## src/rtl/fifo_pkg.sv

```systemverilog
// fifo_pkg: shared sizing, types and helpers for the FIFO and its read-side stream adapter
package fifo_pkg;
  localparam int WIDTH = 8;
  localparam int DEPTH = 16;
  localparam int PTR_WIDTH = 4;
  localparam int CNT_WIDTH = 16;
  typedef logic [1:0] skid_cnt_t;
  function automatic logic [2:0] occupancy(input skid_cnt_t count, input logic pend, input logic pop);
    return {1'b0, count} + {2'b0, pend} - {2'b0, pop};
  endfunction
endpackage

```

## src/rtl/fifo_skid2.sv

```systemverilog
// fifo_skid2: two-entry in-order buffer with push at the tail, pop at the head and synchronous clear
module fifo_skid2 import fifo_pkg::*; #(
  parameter int W = WIDTH
) (
  input  logic         clk_i,
  input  logic         rst_n_i,
  input  logic         push,
  input  logic [W-1:0] push_data,
  input  logic         pop,
  input  logic         clear,
  output skid_cnt_t    count,
  output logic [W-1:0] head
);
  logic [W-1:0] e0, e1, n0, n1;
  skid_cnt_t wr_idx, n_cnt;
  // next entries: shift on pop, then write the pushed word into the first free slot
  always_comb begin
    wr_idx = count - skid_cnt_t'(pop);
    n0 = (push && wr_idx == 2'd0) ? push_data : pop ? e1 : e0;
    n1 = (push && wr_idx == 2'd1) ? push_data : e1;
    n_cnt = count + skid_cnt_t'(push) - skid_cnt_t'(pop);
  end
  // buffer storage and occupancy
  always_ff @(posedge clk_i or negedge rst_n_i) begin
    if (!rst_n_i) begin
      e0 <= '0;
      e1 <= '0;
      count <= '0;
    end else if (clear) begin
      e0 <= '0;
      e1 <= '0;
      count <= '0;
    end else begin
      e0 <= n0;
      e1 <= n1;
      count <= n_cnt;
    end
  end
  assign head = e0;
endmodule

```

## src/rtl/fifo_rd_stream.sv

```systemverilog
// fifo_rd_stream: drains a synchronous FIFO read port into a valid/ready stream with prefetch, flush and transfer count
module fifo_rd_stream #(
  parameter int WIDTH = fifo_pkg::WIDTH,
  parameter int CNT_WIDTH = fifo_pkg::CNT_WIDTH
) (
  input  logic                 clk_i,
  input  logic                 rst_n_i,
  input  logic                 fifo_empty_i,
  input  logic [WIDTH-1:0]     fifo_rdata_i,
  output logic                 fifo_rd_en_o,
  output logic                 m_valid_o,
  input  logic                 m_ready_i,
  output logic [WIDTH-1:0]     m_data_o,
  input  logic                 flush_i,
  output logic [CNT_WIDTH-1:0] xfer_cnt_o
);
  import fifo_pkg::*;
  skid_cnt_t count;
  logic pend, pop;
  assign m_valid_o = count != 2'd0;
  assign pop = m_valid_o & m_ready_i;
  // read only when the buffer plus the in-flight word leaves a free slot; held low during reset
  assign fifo_rd_en_o = rst_n_i & ~flush_i & ~fifo_empty_i & (occupancy(count, pend, pop) <= 3'd1);
  // pend marks that fifo_rdata_i carries a requested word this cycle
  always_ff @(posedge clk_i or negedge rst_n_i) begin
    if (!rst_n_i) pend <= 1'b0;
    else pend <= fifo_rd_en_o;
  end
  // completed transfers, including a pop in a flush cycle; never cleared by flush
  always_ff @(posedge clk_i or negedge rst_n_i) begin
    if (!rst_n_i) xfer_cnt_o <= '0;
    else xfer_cnt_o <= xfer_cnt_o + CNT_WIDTH'(pop);
  end
  fifo_skid2 #(.W(WIDTH)) u_skid (
    .clk_i     (clk_i),
    .rst_n_i   (rst_n_i),
    .push      (pend & ~flush_i),
    .push_data (fifo_rdata_i),
    .pop       (pop),
    .clear     (flush_i),
    .count     (count),
    .head      (m_data_o)
  );
endmodule

```

## config.mk

```make
export PLATFORM = sky130hd
export DESIGN_NAME = fifo_rd_stream
export DESIGN_NICKNAME = d
export VERILOG_FILES = /design/src/rtl/fifo_pkg.sv /design/src/rtl/fifo_skid2.sv /design/src/rtl/fifo_rd_stream.sv
export SDC_FILE = /design/constraint.sdc
export NUM_CORES = 1
export LEC_CHECK = 0
export CAP_MARGIN = 20
export CORE_MARGIN = 8
export CORE_UTILIZATION = 40
export CTS_BUF_LIST = sky130_fd_sc_hd__clkbuf_4
export DETAILED_ROUTE_END_ITERATION = 10
export GPL_ROUTABILITY_DRIVEN = 0
export MAX_ROUTING_LAYER = met4
export PLACE_DENSITY_LB_ADDON = 0.15
export SLEW_MARGIN = 10
export SYNTH_ARGS = -nofsm -noshare
export SYNTH_HDL_FRONTEND = slang
export SYNTH_SLANG_ARGS = --single-unit
```

## constraint.sdc

```tcl
create_clock -name clk_i -period 2.7 [get_ports clk_i]
set_clock_uncertainty 0.15 [all_clocks]
set_input_delay 0.54 -clock clk_i [delete_from_list [all_inputs] [get_ports clk_i]]
set_output_delay 0.54 -clock clk_i [all_outputs]
set_load 0.02 [all_outputs]
```

==> out/summary.txt, run 1 <==
Crit Reg-Reg Endpoint - u_skid.head[5]
Simple-gate share of the synthesized area - 19.1%
Post-Synth Adder-Cell Area - 4.77%
Area of the die - 6690 µm²
Starting Density - 40.6%
CP arrival - 2.10 ns
Crit Path Max Fanout - 3
R2R cell count - 10
Antenna-violating nets left - 0
CTS sink count - 35
Routed wire per std cell - 15.2 µm
Yosys warns - 0
Clock latency on the worst-skew pair - 0.33 ns
Status - finished with violations
Final Hold Fails - 0
Post-synthesis sequential area ratio - 50.6%
Place WS - -0.851 ns
Fillcell total - 376
R2r setup slk - 0.33 ns
Register Area - 876 µm²
Drc violations - 0
Initial antenna violation count - 0
Fin nets - 236
CP endpoint kind - output port
Top_reg_cell synth - dfrtp_1
Rel. slew slack - 62.5%
Ys async rst share - 100%
Die W - 81.8 µm
Post-Synthesis Cells - 160
CTS tree - done
Mean Syn Cell Area - 10.8 µm²
Diode count - 0
#FFs+latches synth - 35
Setup crit end - fifo_rd_en_o
Rows - 24
Clock root buffer - clkbuf_4
CP Cell Sequence - and3b_1 > or2_4 > ha_4 > inv_2 > fa_1 > nand4bb_1 > nor2_1 > buf_4
Drt pass-1 iters - 4
Largest net degree at the start of global routing - 36
Hold path depth - 1
Core ar. - 4260 µm²
DRT Wirelength - 4.11 mm
Period minus WS final - 2.79 ns
Worst-Margin Slew - 0.561 ns
DIE HEIGHT - 81.8 µm
Worst Path Required - 2.01 ns
Worst vdd ir - 346 µV
H-tree depth - 2
Max frequency - 358 MHz
Final setup viols - 1
R2R Path Start - u_skid.count[0]
First-pass GRT wire length - 6.81 mm
Xor and xnor fraction of the mapped netlist area - 9.10%
Mux cell area share after synthesis - 0.578%
RSZ-0062 raised after global routing - yes
Layout cells sized above 1 - 16.5%
GRT Resource Usage Total - 13.5%
TritonCTS buffer count - 5
CTS max path bufs - 2
Slew Viols, Final - 0
Distinct cells, synth - 37
Detailed-route via count - 1,379
Final setup TNS - -0.0929 ns
Final worst setup slack - -0.0929 ns
Worst Hold Class - flip-flop to flip-flop
Total gr overflow - 0
Synth Area in Compound Gates - 11.6%
Hold buffers post-CTS - 0
Final Cycle Share - 103%
WS Path Type - flip-flop to output port
MaxCap Viol Count - 0
DR vias/cell - 5.11
Final Power - 1.50 mW
Layout area overhead - 35.5%
Failing checks - negative setup slack
Multi-input logic area - 796 µm²
Largest family of logic cells by synthesized area - simple AND/OR/NAND/NOR gates
Area of the mapped netlist - 1730 µm²
Lkg Pwr - 1.07 nW
Vias in the first global route - 1,452
Number of synthesized flops with an enable pin - 0
CP Launch Type - flip-flop
Mapped Nets - 179
Pwr dens - 637 nW/µm²
Crit path launch - u_skid.count[0]
Clk pin slew, worst setup/hold paths - 0.11 ns
Input/output buffers - 38
IO Pins - 39
Critical path's slowest cell - fa_1
Final HPWL DP - 2.96 mm
Max stage delay on crit path - 0.47 ns
Initial drt markers - 68
[layout make-up]
type	count	area share, %
Clock buffer	6	1.92
Multi-Input combinational cell	109	33.9
Sequential cell	35	37.3
Timing Repair Buffer	53	21.5
Inverter	13	2.08
Clock inverter	2	0.533
Tap cell	52	2.77
[metrics by stage]
stage	util, %	hold WS (ns)	instances	cell area, µm²
2_1_floorplan	-	0.0944	160	1730
3_3_place_gp	53.2	0.309	261	2270
3_5_place_dp	53.2	0.319	261	2270
4_1_cts	54.9	0.336	269	2340
5_1_grt	55.0	0.380	270	2350
6_report	55.0	0.325	270	2350
[repair_timing]
action / in CTS / in global routing
endpoints found under the hold margin: 0 / 0
setup endpoints to repair: 1 / 1
gates cloned: 0 / 0
resized for setup: 12 / 0
pin swaps: 4 / 3
buffers inserted: 0 / 1
[cells in the final DEF (no fill, tap or decap), drive strengths merged]
cell	netlist	routed
clkinvlp	0	1
xnor2	12	12
o21bai	1	1
clkbuf	1	6
xor2	6	6
o2bb2ai	8	8
buf	2	16
and3b	2	2
nor2b	1	1
nor2	15	15
mux2i	1	1
or3b	1	1
dfrtp	35	35
and2b	1	1
o211ai	1	1
o21ai	17	17
clkdlybuf4s15	0	1
nor4	1	1
or2	3	3
ha	5	5
and3	2	2
clkinv	0	1
nand2b	2	2
inv	13	13
nand3b	7	7
nand2	6	6
fa	1	1
nand4	3	3
nor3	2	2
nor3b	1	1
and4	1	1
clkdlybuf4s50	0	36
a21oi	2	2
nand4bb	1	1
nand3	6	6
[worst min-delay path by stage]
| stage | start | to | slack (ns) |
|---|---|---|---|
| after floorplan | rst_n_i | pend | 0.09 |
| after global placement | xfer_cnt_o[15] | xfer_cnt_o[15] | 0.31 |
| after detailed placement | xfer_cnt_o[15] | xfer_cnt_o[15] | 0.32 |
| after CTS | xfer_cnt_o[15] | xfer_cnt_o[15] | 0.34 |
| after global routing | xfer_cnt_o[15] | xfer_cnt_o[15] | 0.38 |
| final | xfer_cnt_o[15] | xfer_cnt_o[15] | 0.33 |
[flip-flops by register name, indices dropped and copies added (netlist names)]
name,flops
pend,1
u_skid.count,2
u_skid.e1,8
u_skid.head,8
xfer_cnt_o,16
[cell usage after synthesis (2+ instances only)]
cell,count,share of area [%]
nor2_1,14,3.0
xnor2_1,12,6.1
o21ai_1,2,0.58
dfrtp_1,35,51
xor2_1,6,3.0
nand3b_1,7,3.0
ha_1,5,3.6
nand2b_1,2,0.72
nand3_1,6,1.7
o21ai_0,14,4.0
and3b_1,2,1.0
or2_2,2,0.72
inv_1,13,2.8
nand4_1,3,1.1
buf_6,2,1.3
o2bb2ai_1,8,4.0
nand2_1,6,1.3
and3_1,2,0.72
[metal layers]
layer / vias to the layer above / share of wire, % / global-route usage (%)
met3: 7 / 7.2 / 3.94
met5: - / 0 / -
li1: 659 / - / -
met4: 0 / 1.5 / 4.74
met2: 45 / 46 / 20.6
met1: 668 / 45 / 16.7
[worst max-delay path, delay by kind of cell (launching register included)]
family	cells	cell delay [ns]
AND/OR/NAND/NOR	4	0.60
adder cells (fa/ha/maj)	2	0.59
buffers and inverters	2	0.19
flip-flops	1	0.40
[power by group]
| group | switching (mW) | internal [mW] | total, mW | leakage (nW) |
|---|---|---|---|---|
| Combinational | 0.291 | 0.281 | 0.571 | 0.554 |
| Sequential | 0.0587 | 0.578 | 0.637 | 0.481 |
| Clock | 0.177 | 0.111 | 0.287 | 0.0317 |
[kinds of logic (layout without fill, tap and decap cells)]
kind of cell	after synthesis	after routing
simple gates	55	55
flops	35	35
compound gates	29	29
xor+xnor	18	18
buf+inv	16	74
fa+ha+maj	6	6
mux	1	1
(Power assumes the default switching activity.)
==> run 2, diff against run 1 <==
--- a/config.mk
+++ b/config.mk
@@ -6,7 +6,7 @@
 export NUM_CORES = 1
 export LEC_CHECK = 0
 export CAP_MARGIN = 20
-export CORE_MARGIN = 8
+export CORE_MARGIN = 10
 export CORE_UTILIZATION = 40
 export CTS_BUF_LIST = sky130_fd_sc_hd__clkbuf_4
 export DETAILED_ROUTE_END_ITERATION = 10
==> out/summary.txt, run 2 (synthesized netlist as in run 1, its figures left out) <==
CTS tree - done
WS Path Type - flip-flop to output port
Max frequency - 355 MHz
CP Cell Sequence - and3b_1 > or2_4 > ha_4 > inv_2 > fa_1 > nand4bb_1 > nor2_2 > buf_6
Max reg flops - 16
Final worst setup slack - -0.117 ns
Place WS - -0.865 ns
Worst-Margin Slew - 0.577 ns
Area of the die - 7360 µm²
Hold buffers post-CTS - 0
Switching pwr - 530 µW
Reg with most FFs - xfer_cnt_o
Lkg Pwr - 1.06 nW
RSZ-0062 raised after global routing - yes
Detailed-route via count - 1,365
MaxCap Viol Count - 0
Core ar. - 4090 µm²
CTS sink count - 35
TritonCTS buffer count - 5
Initial drt markers - 95
First-pass GRT wire length - 7.08 mm
Antenna-violating nets left - 0
Pwr dens - 640 nW/µm²
Layout area overhead - 35.3%
Rel. slew slack - 61.4%
Final Cycle Share - 104%
Layout cells sized above 1 - 16.1%
Flop pwr share - 42.4%
Final setup viols - 1
Vias in the first global route - 1,411
Clk pin slew, worst setup/hold paths - 0.11 ns
Final Non-Filler Cells - 267
Period minus WS final - 2.82 ns
Number of buffer and inverter stages on the critical path - 2
Net Sw Frac - 35.4%
Gate power share - 38.2%
Die W - 85.8 µm
Drc violations - 0
H-tree depth - 2
Multi-input logic area - 798 µm²
Clock group share of total power - 19.3%
Failing checks - negative setup slack
Critical path's slowest cell - fa_1
CP endpoint kind - output port
Final Hold Fails - 0
DRT Wirelength - 4.13 mm
Internal - 968 µW
Worst Hold Class - flip-flop to flip-flop
CTS max path bufs - 2
Commonest non-fill, non-tap cells in the layout - clkdlybuf4s50_1 (36), dfrtp_1 (35), o21ai_0 (14)
CP Launch Type - flip-flop
Max stage delay on crit path - 0.47 ns
DR vias/cell - 5.11
Starting Density - 42.4%
CP arrival - 2.13 ns
Worst vdd ir - 364 µV
Input/output buffers - 38
DIE HEIGHT - 85.8 µm
Placed insts - 258
Placed instance area - 2260 µm²
IO Pins - 39
Design Area, Final - 2340 µm²
Status - finished with violations
Rows - 23
Final HPWL DP - 3.06 mm
Total gr overflow - 0
Fin nets - 235
Most common cell after layout, fill and taps aside - clkdlybuf4s50_1
Initial antenna violation count - 0
Largest net degree at the start of global routing - 36
Worst Path Required - 2.01 ns
Clock latency on the worst-skew pair - 0.33 ns
Diode count - 0
Crit Path Max Fanout - 3
Routed wire per std cell - 15.5 µm
Register Area - 876 µm²
Kind of cell adding the most delay to the critical path - simple AND/OR/NAND/NOR gates
Drt pass-1 iters - 4
GRT Resource Usage Total - 12.0%
Clock root buffer - clkbuf_4
Fillcell total - 358
Slew Viols, Final - 0
==> run 2: changes by cell type in the layout (fill, tap and decap cells not counted), sizes merged <==
cell  delta
buf      -1
==> run 2: area by class of cell <==
class                      instances  share of cell area [%]
sequential                        35                    37.4
multi-input combinational        109                    34.1
timing repair buffer              52                    21.3
tap                               50                    2.67
inverter                          13                    2.08
clock buffer                       6                    1.92
clock inverter                     2                   0.534
==> run 2: power by group through the flow <==
stage	Combinational (mW)	Sequential (mW)	Clock, mW
3_3_place_gp	0.554	0.641	0
2_1_floorplan	0.243	0.698	0
3_5_place_dp	0.565	0.643	0
4_1_cts	0.577	0.636	0.304
6_report	0.573	0.636	0.290
5_1_grt	0.634	0.646	0.329
==> run 2: per-layer routing <==
metal | share of wire [%] | vias to the layer above | GRT usage (%) | wire [µm]
met4 | 0.92 | 0 | 2.99 | 38
li1 | - | 661 | - | -
met5 | 0 | - | - | 0
met1 | 48 | 661 | 15.1 | 2000
met3 | 5.6 | 4 | 4.26 | 230
met2 | 45 | 39 | 17.8 | 1870
==> run 2: through the flow <==
step / utilization (%) / total power, mW / hold WS (ns) / TNS [ns]
floorplan: - / 0.941 / 0.0944 / 0
global placement: 55.3 / 1.19 / 0.309 / -2.28
detailed placement: 55.3 / 1.21 / 0.317 / -2.75
CTS: 57.2 / 1.52 / 0.332 / -0.142
global route: 57.3 / 1.61 / 0.361 / -0.269
finish: 57.3 / 1.50 / 0.326 / -0.117
==> run 2: worst reg2reg max path, delay by kind of cell, from the launching register on <==
kind	cells	cell delay, ns
DFF	1	0.40
AOI/OAI and AO/OA	3	0.63
and+or+nand+nor	2	0.42
buffers and inverters	3	0.35
adders and majority gates	1	0.28
==> run 2: worst paths after layout <==
kind | slack, ns | depth (start not counted) | from | to
min reg2reg | 0.33 | 1 | xfer_cnt_o[15] | xfer_cnt_o[15]
min | 0.33 | 1 | xfer_cnt_o[15] | xfer_cnt_o[15]
max reg2reg | 0.36 | 9 | u_skid.count[0] | u_skid.head[5]
max | -0.12 | 8 | u_skid.count[0] | fifo_rd_en_o
max in group asynchronous | 1.53 | 2 | rst_n_i | u_skid.e1[6]
min in group asynchronous | 0.55 | 2 | rst_n_i | u_skid.head[6]
==> run 2: timing repair <==
| action | 4_1_cts | 5_1_grt |
|---|---|---|
| resized for setup | 11 | 2 |
| cloned | 0 | 0 |
| buffers inserted | 1 | 0 |
| pin swaps | 4 | 3 |
| endpoints found under the setup margin | 1 | 1 |
==> run 3, diff against run 2 <==
==> constraint.sdc (replaced) <==
create_clock -name clk_i -period 3.14 [get_ports clk_i]
set_clock_uncertainty 0.15 [all_clocks]
set_input_delay 0.628 -clock clk_i [delete_from_list [all_inputs] [get_ports clk_i]]
set_output_delay 0.628 -clock clk_i [all_outputs]
set_load 0.01 [all_outputs]
==> out/summary.txt, run 3 (synthesized netlist as in run 1, its figures left out) <==
Initial drt markers - 117
First-pass GRT wire length - 7.21 mm
Final Hold Fails - 0
Diode count - 0
Clk pin slew, worst setup/hold paths - 0.10 ns
Die W - 85.8 µm
Initial antenna violation count - 0
Max frequency - 327 MHz
CP arrival - 2.28 ns
DR vias/cell - 5.17
MaxCap Viol Count - 0
DRT Wirelength - 4.22 mm
Max stage delay on crit path - 0.42 ns
Core ar. - 4090 µm²
Commonest non-fill, non-tap cells in the layout - clkdlybuf4s50_1 (36), dfrtp_1 (35), nor2_1 (14), o21ai_0 (14)
Vias in the first global route - 1,394
TritonCTS buffer count - 5
CTS max path bufs - 2
Drt pass-1 iters - 4
Starting Density - 42.4%
Period minus WS final - 3.06 ns
Multi-input logic area - 783 µm²
Layout cells sized above 1 - 12.4%
Largest net degree at the start of global routing - 36
Worst vdd ir - 356 µV
Final setup viols - 0
Slew Viols, Final - 0
Max reg flops - 16
Lkg Pwr - 1.03 nW
Worst Path Required - 2.36 ns
CP Launch Type - input pin
Most common cell after layout, fill and taps aside - clkdlybuf4s50_1
Final worst setup slack - 0.0849 ns
Clock root buffer - clkbuf_4
Worst-Margin Slew - 0.651 ns
Input/output buffers - 38
Fin nets - 228
DIE HEIGHT - 85.8 µm
Worst Hold Class - flip-flop to flip-flop
Status - completed
Rows - 23
Hold buffers post-CTS - 0
Fillcell total - 364
Crit Path Max Fanout - 3
Register Area - 876 µm²
Critical path's slowest cell - fa_1
CTS tree - done
Antenna-violating nets left - 0
Final Cycle Share - 97.3%
Hold Slack - 0.324 ns
WS Path Type - input pin to output port
Routed wire per std cell - 16.2 µm
CP Cell Sequence - clkdlybuf4s15_1 > and3b_1 > or2_2 > ha_2 > inv_2 > fa_1 > nand4bb_1 > nor2_1 > buf_2
Total gr overflow - 0
Pwr dens - 561 nW/µm²
Area of the die - 7360 µm²
CP endpoint kind - output port
Reg with most FFs - xfer_cnt_o
Layout area overhead - 31.4%
IO Pins - 39
Placed insts - 252
Rel. slew slack - 56.5%
GRT Resource Usage Total - 12.4%
Clock latency on the worst-skew pair - 0.34 ns
Final Non-Filler Cells - 260
Final setup TNS - 0 ns
Final HPWL DP - 3.08 mm
Detailed-route via count - 1,345
Place WS - -0.566 ns
CTS sink count - 35
Drc violations - 0
H-tree depth - 2
run 3: cell types whose count changed in the layout (fill, tap and decap cells not counted), sizes merged:
cell,previous run,this run
clkinvlp,1,0
buf,15,8
bufinv,0,1
clkinv,1,2
clkbuf,6,5
run 3: worst paths after layout:
path,from,endpoint,slack (ns),cells past startpoint
min in group asynchronous,rst_n_i,u_skid.e1[5],0.65,2
hold / removal,xfer_cnt_o[15],xfer_cnt_o[15],0.32,1
setup / recovery,m_ready_i,fifo_rd_en_o,0.08,9
setup reg to reg,u_skid.count[0],u_skid.head[0],0.72,8
max in group asynchronous,rst_n_i,xfer_cnt_o[13],1.87,2
hold reg to reg,xfer_cnt_o[15],xfer_cnt_o[15],0.32,1
run 3: repair_timing:
| item | 4_1_cts | 5_1_grt |
|---|---|---|
| pin swaps | 0 | 2 |
| gates cloned | 0 | 0 |
| endpoints found under the setup margin | 1 | 1 |
| hold endpoints to repair | 0 | 0 |
| resized for setup | 5 | 3 |
| buffers inserted | 0 | 0 |
run 3: cell type report:
class / count / share of cell area (%)
Inverter: 13 / 2.15
Tap cell: 50 / 2.75
Timing Repair Buffer: 45 / 18.8
Clock inverter: 3 / 1.71
Clock buffer: 5 / 1.65
Multi-Input combinational cell: 109 / 34.4
Sequential cell: 35 / 38.5
run 3: report_power, final:
group | internal (mW) | switching (mW) | leakage (nW)
Sequential | 0.497 | 0.0489 | 0.481
Clock | 0.164 | 0.157 | 0.0426
Combinational | 0.202 | 0.208 | 0.510
Total | 0.864 | 0.414 | 1.03
run 3: metal layers:
layer	up-vias	GRT usage, %	wire, µm	part of all wire (%)
met5	-	-	0	0
met4	0	4.64	38	0.90
met3	4	3.69	187	4.4
met2	37	18.2	1960	46
met1	662	15.6	2030	48
li1	642	-	-	-
run 3: worst max-delay path, delay by kind of cell:
family | cells | cell delay, ns
buffers and inverters | 3 | 0.39
AND/OR/NAND/NOR | 4 | 0.67
adder cells (fa/ha/maj) | 2 | 0.60
run 3: per-stage QoR:
stage          area, µm²  utilization [%]  power [mW]
3_5_place_dp        2200             53.9       0.970
6_report            2270             55.7        1.28
4_1_cts             2270             55.6        1.30
5_1_grt             2270             55.7        1.38
2_1_floorplan       1730                -       0.775
3_3_place_gp        2200             53.9       0.956
